### config.mk
export PLATFORM = sky130hd
export DESIGN_NAME = bus_rd_arbiter
export DESIGN_NICKNAME = d
export VERILOG_FILES = /design/src/rtl/bus_rd_arbiter.sv
export SDC_FILE = /design/constraint.sdc
export NUM_CORES = 1
export LEC_CHECK = 0
export CORE_AREA = 2 2 107 109
export CTS_CLUSTER_SIZE = 12
export DETAILED_ROUTE_END_ITERATION = 10
export DIE_AREA = 0 0 109 111
export PLACE_DENSITY_LB_ADDON = 0.05
export SLEW_MARGIN = 5
export SYNTH_ARGS = -nofsm -noshare
export SYNTH_HDL_FRONTEND = slang
export SYNTH_SLANG_ARGS = --single-unit
### constraint.sdc
create_clock -name clk -period 3.9 [get_ports clk]
set_input_delay 0.975 -clock clk [delete_from_list [all_inputs] [get_ports clk]]
set_output_delay 0.975 -clock clk [all_outputs]
set_load 0.01 [all_outputs]
### src/rtl/bus_rd_arbiter.sv
// Round-robin arbiter sharing one bus read channel (AR + R) among NUM_REQ requesters.
// state  | meaning
// IDLE   | no burst owned; pick the next requester round-robin from ptr+1
// ADDR   | drive captured address phase until the bus accepts it
// DATA   | route beats whose rid matches the captured id back to the grantee
module bus_rd_arbiter #(
  parameter int NUM_REQ = 4,
  parameter int ID_W    = 4,
  parameter int ADDR_W  = 28,
  parameter int LEN_W   = 4,
  parameter int DATA_W  = 32
) (
  input  logic                       clk,
  input  logic                       rst,
  input  logic [NUM_REQ-1:0]         ReqArb_arvalid,
  input  logic [NUM_REQ*ADDR_W-1:0]  ReqArb_araddr,
  input  logic [NUM_REQ*LEN_W-1:0]   ReqArb_arlen,
  input  logic [NUM_REQ*ID_W-1:0]    ReqArb_aruserid,
  input  logic [NUM_REQ-1:0]         ReqArb_aruserap,
  output logic [NUM_REQ-1:0]         ArbReq_arready,
  output logic [NUM_REQ-1:0]         ArbReq_rvalid,
  output logic [NUM_REQ-1:0]         ArbReq_rlast,
  output logic [DATA_W-1:0]          ArbReq_rdata,
  output logic                       ArbBus_arvalid,
  output logic [ADDR_W-1:0]          ArbBus_araddr,
  output logic [LEN_W-1:0]           ArbBus_arlen,
  output logic [ID_W-1:0]            ArbBus_aruserid,
  output logic                       ArbBus_aruserap,
  input  logic                       BusArb_arready,
  input  logic                       BusArb_rvalid,
  input  logic                       BusArb_rlast,
  input  logic [ID_W-1:0]            BusArb_rid,
  input  logic [DATA_W-1:0]          BusArb_rdata,
  output logic                       arb_busy,
  output logic [$clog2(NUM_REQ)-1:0] arb_grant,
  output logic                       arb_err_len
);

  localparam int GW = $clog2(NUM_REQ);

  typedef enum logic [1:0] {S_IDLE, S_ADDR, S_DATA} state_t;

  state_t               state_q, state_d;
  logic [GW-1:0]        ptr_q, ptr_d;
  logic [GW-1:0]        grant_q, grant_d;
  logic [NUM_REQ-1:0]   arready_q, arready_d;
  logic                 arvalid_q, arvalid_d;
  logic [ADDR_W-1:0]    addr_q, addr_d;
  logic [LEN_W-1:0]     len_q, len_d;
  logic [ID_W-1:0]      id_q, id_d;
  logic                 ap_q, ap_d;
  logic [LEN_W:0]       cnt_q, cnt_d;
  logic                 err_q, err_d;

  logic                 pick_vld;
  logic [GW-1:0]        pick_idx;
  logic [GW-1:0]        cand;
  logic                 match;
  logic [LEN_W:0]       cnt_inc;
  logic [LEN_W:0]       beats_exp;

  // Search ptr+1, ptr+2, ... with wrap; first asserted request wins.
  always_comb begin
    pick_vld = 1'b0;
    pick_idx = '0;
    cand     = ptr_q;
    for (int k = 0; k < NUM_REQ; k++) begin
      cand = (cand == GW'(NUM_REQ - 1)) ? '0 : cand + 1'b1;
      if (!pick_vld && ReqArb_arvalid[cand]) begin
        pick_vld = 1'b1;
        pick_idx = cand;
      end
    end
  end

  assign match     = (state_q == S_DATA) && BusArb_rvalid && (BusArb_rid == id_q);
  assign cnt_inc   = cnt_q + 1'b1;
  assign beats_exp = {1'b0, len_q} + 1'b1;

  always_comb begin
    state_d   = state_q;
    ptr_d     = ptr_q;
    grant_d   = grant_q;
    arready_d = '0;
    arvalid_d = 1'b0;
    addr_d    = addr_q;
    len_d     = len_q;
    id_d      = id_q;
    ap_d      = ap_q;
    cnt_d     = cnt_q;
    err_d     = err_q;
    case (state_q)
      S_IDLE: begin
        if (pick_vld) begin
          grant_d             = pick_idx;
          arready_d[pick_idx] = 1'b1;
          arvalid_d           = 1'b1;
          addr_d              = ReqArb_araddr[pick_idx*ADDR_W +: ADDR_W];
          len_d               = ReqArb_arlen[pick_idx*LEN_W +: LEN_W];
          id_d                = ReqArb_aruserid[pick_idx*ID_W +: ID_W];
          ap_d                = ReqArb_aruserap[pick_idx];
          state_d             = S_ADDR;
        end
      end
      S_ADDR: begin
        if (BusArb_arready) begin
          state_d = S_DATA;
          cnt_d   = '0;
        end else begin
          arvalid_d = 1'b1;
        end
      end
      S_DATA: begin
        if (match) begin
          cnt_d = cnt_inc;
          if (BusArb_rlast) begin
            if (cnt_inc != beats_exp) err_d = 1'b1;
            ptr_d   = grant_q;
            state_d = S_IDLE;
          end
        end
      end
      default: state_d = S_IDLE;
    endcase
  end

  always_ff @(posedge clk) begin
    if (rst) begin
      state_q   <= S_IDLE;
      ptr_q     <= GW'(NUM_REQ - 1);
      grant_q   <= '0;
      arready_q <= '0;
      arvalid_q <= 1'b0;
      addr_q    <= '0;
      len_q     <= '0;
      id_q      <= '0;
      ap_q      <= 1'b0;
      cnt_q     <= '0;
      err_q     <= 1'b0;
    end else begin
      state_q   <= state_d;
      ptr_q     <= ptr_d;
      grant_q   <= grant_d;
      arready_q <= arready_d;
      arvalid_q <= arvalid_d;
      addr_q    <= addr_d;
      len_q     <= len_d;
      id_q      <= id_d;
      ap_q      <= ap_d;
      cnt_q     <= cnt_d;
      err_q     <= err_d;
    end
  end

  // Beats reach the grantee with zero latency; rdata is a plain pass-through.
  always_comb begin
    ArbReq_rvalid = '0;
    ArbReq_rlast  = '0;
    if (match) begin
      ArbReq_rvalid[grant_q] = 1'b1;
      ArbReq_rlast[grant_q]  = BusArb_rlast;
    end
  end

  assign ArbReq_rdata    = BusArb_rdata;
  assign ArbReq_arready  = arready_q;
  assign ArbBus_arvalid  = arvalid_q;
  assign ArbBus_araddr   = addr_q;
  assign ArbBus_arlen    = len_q;
  assign ArbBus_aruserid = id_q;
  assign ArbBus_aruserap = ap_q;
  assign arb_busy        = (state_q != S_IDLE);
  assign arb_grant       = grant_q;
  assign arb_err_len     = err_q;

endmodule

==> reports/results.txt <==
Die Footprint: 0.0121 mm²
Commonest cells after routing, fill and taps aside: clkdlybuf4s50_1 (212), dfxtp_1 (54), nor2_1 (53)
Starting Density: 34.9%
Vias per cell: 5.24
Detailed Route Iter0 Violations: 226
DIE WIDTH: 109 µm
H-tree Lvls: 2
Post-Place Cells: 769
Syn nets: 665
Final clock period utilization by the worst path: 97.2%
Core Area: 0.0111 mm²
Leak Pwr: 2.18 nW
Gr usage total: 21.2%
Primary FF master, synth: dfxtp_1
Hold violation count in the final report: 0
Area growth syn-to-layout: 54.8%
Layout cells sized above 1: 6.15%
Drt first pass iters: 4
Mean area per synthesized cell: 8.24 µm²
Port-buffer cells: 214
Largest net degree at the start of global routing: 56
WS Path Type: in2out
Postcts setup bufs: 0
Row count: 39
EDFF count, synth: 0
Clk slew on worst S/H paths: 70 ps
Slew @ Worst Pin: 1040 ps
Core Util, Final: 54.0%
Routed wire per std cell: 16.8 µm
Most common cell after layout, fill and taps aside: clkdlybuf4s50_1
Max-slew violations: 0
Synth unique cells: 51
RSZ-0062 raised after global routing: no
Clock Skew: 7.26 ps
CTS tree: done
Final setup vio count: 0
Antenna viol nets, final: 0
Syn Std Cell Area: 0.00386 mm²
#FFs+latches synth: 54
Hold WC Path Type: reg2reg
Hold_buf cts: 0
Maximum root-to-sink buffer count: 2
Final wirelength: 13100 µm
PwrDens: 304 mW/mm²
Ys Warns: 0
Final HPWL DP: 9690 µm
Num CTS Buffers: 5
Run status: complete, no violations
Worst Path Required: 2920 ps
Max VDD drop: 0.207 mV
Setup crit start kind: primary input
Pre-CTS setup slack: 16.5 ps
Worst-path maximum fanout: 6
Antenna diodes: 0
Post-synthesis sequential area ratio: 28.0%
Gr ovfl total: 0
Initial antenna violation count: 0
Clk_lat worst skew: 290 ps
Post-cts resize count: 0
Final min period: 3790 ps
First-pass GRT wire length: 20400 µm
CTS sink count: 54
Nets@finish: 829
Asr flop ratio synth: 0%
Post-Syn Instances: 469
Total chip power: 1.82 mW
Setup TNS: 0 ps
# DRC: 0
Vias in the first global route: 4078
Crit end category: output port
Via Count: 4068
Max cap viols: 0
Filler Cell Count: 1056
Rel. slew slack: 30.9%
CP Data Arrival Time: 2820 ps
Final RePlAce weighted congestion: 0.806
Non-Filler Instances: 777
Fin worst setup slack: 108 ps
# IOs: 279
Clock root buffer: clkbuf_16
FMAX: 264 MHz
Die height: 111 µm
-- sequential cells by signal, indices dropped and copies added (netlist names), 2 cells and up --
name	cells
state_q	2
ptr_q	2
cnt_q	5
arb_grant	2
ArbBus_aruserid	4
ArbBus_arlen	4
ArbReq_arready	4
ArbBus_araddr	28
-- final timing paths --
kind | depth (start not counted) | startpoint | slack [ps] | to
worst min register to register | 2 | cnt_q[1]$_SDFFE_PP0P_ | 480 | cnt_q[1]$_SDFFE_PP0P_
worst min-delay path | 2 | cnt_q[1]$_SDFFE_PP0P_ | 480 | cnt_q[1]$_SDFFE_PP0P_
worst max register to register | 6 | ptr_q[0]$_SDFFE_PP1P_ | 1550 | ArbBus_arlen[3]$_SDFFE_PP0P_
worst max-delay path | 6 | BusArb_rid[3] | 110 | ArbReq_rvalid[0]
-- cell families (layout without fill, tap and decap cells) --
group / after synthesis / in the layout / synth area share [%]
multiplexers: 39 / 39 / 10.1
XOR/XNOR: 12 / 12 / 2.72
AO/OA/AOI/OAI: 147 / 147 / 29.7
buffers and inverters: 78 / 243 / 12.6
flip-flops: 54 / 54 / 28.0
AND/OR/NAND/NOR: 136 / 136 / 15.9
adder cells (fa/ha/maj): 3 / 3 / 0.971
-- layout make-up --
class	count	area [µm²]	area share, %
multi-input combinational	337	2320	38.7
timing repair buffer	224	2210	37.0
sequential	54	1080	18.1
tap	143	179	2.99
clock buffer	6	139	2.32
inverter	11	41.3	0.690
clock inverter	2	12.5	0.209
-- critical path, cell delays in order --
cell             delay (ps)
clkdlybuf4s50_1         410
xor2_1                  150
nor3_2                  350
nand2_2                 190
nor3_1                  180
clkdlybuf4s50_1         560
-- per-stage QoR --
stage | hold WS (ps) | area (µm²)
after CTS | 483 | 5970
final | 478 | 5980
after floorplan | 440 | 3860
after global routing | 515 | 5980
after global placement | 460 | 5820
after detailed placement | 473 | 5820
-- cells in the mapped netlist (all sizes together) (2+ instances only) --
cell type | number | share of area, %
mux2i | 39 | 10
o21ai | 9 | 1.2
inv | 11 | 1.1
ha | 3 | 0.97
nand2b | 4 | 0.65
or3 | 2 | 0.32
xor2 | 8 | 1.8
dfxtp | 54 | 28
nand2 | 50 | 5.0
a211o | 2 | 0.45
nand3 | 6 | 0.78
nor4 | 2 | 0.32
a221o | 35 | 9.1
nor2 | 54 | 5.2
buf | 59 | 11
nor3 | 3 | 0.52
o21a | 2 | 0.39
o211ai | 4 | 0.78
a211oi | 2 | 0.39
nand3b | 2 | 0.39
a2111oi | 2 | 0.45
xnor2 | 4 | 0.91
nor3b | 4 | 0.91
clkbuf | 8 | 0.78
a21oi | 47 | 7.1
nor2b | 2 | 0.32
o2bb2ai | 35 | 7.9
-- report_power, final --
part           internal (mW)  switching [mW]
Clock                  0.255           0.208
Combinational          0.399           0.290
Sequential             0.615          0.0495
Total                   1.27           0.548
-- layer usage --
layer  vias to the layer above  part of all wire (%)  GRT usage [%]
li1                       2014                     -              -
met1                      1855                    40           24.4
met2                       189                    50           37.9
met3                        10                   9.7           6.70
met4                         0                   1.1           4.27
met5                         -                     0              0
No activity file was read; power rests on OpenSTA's default activity.
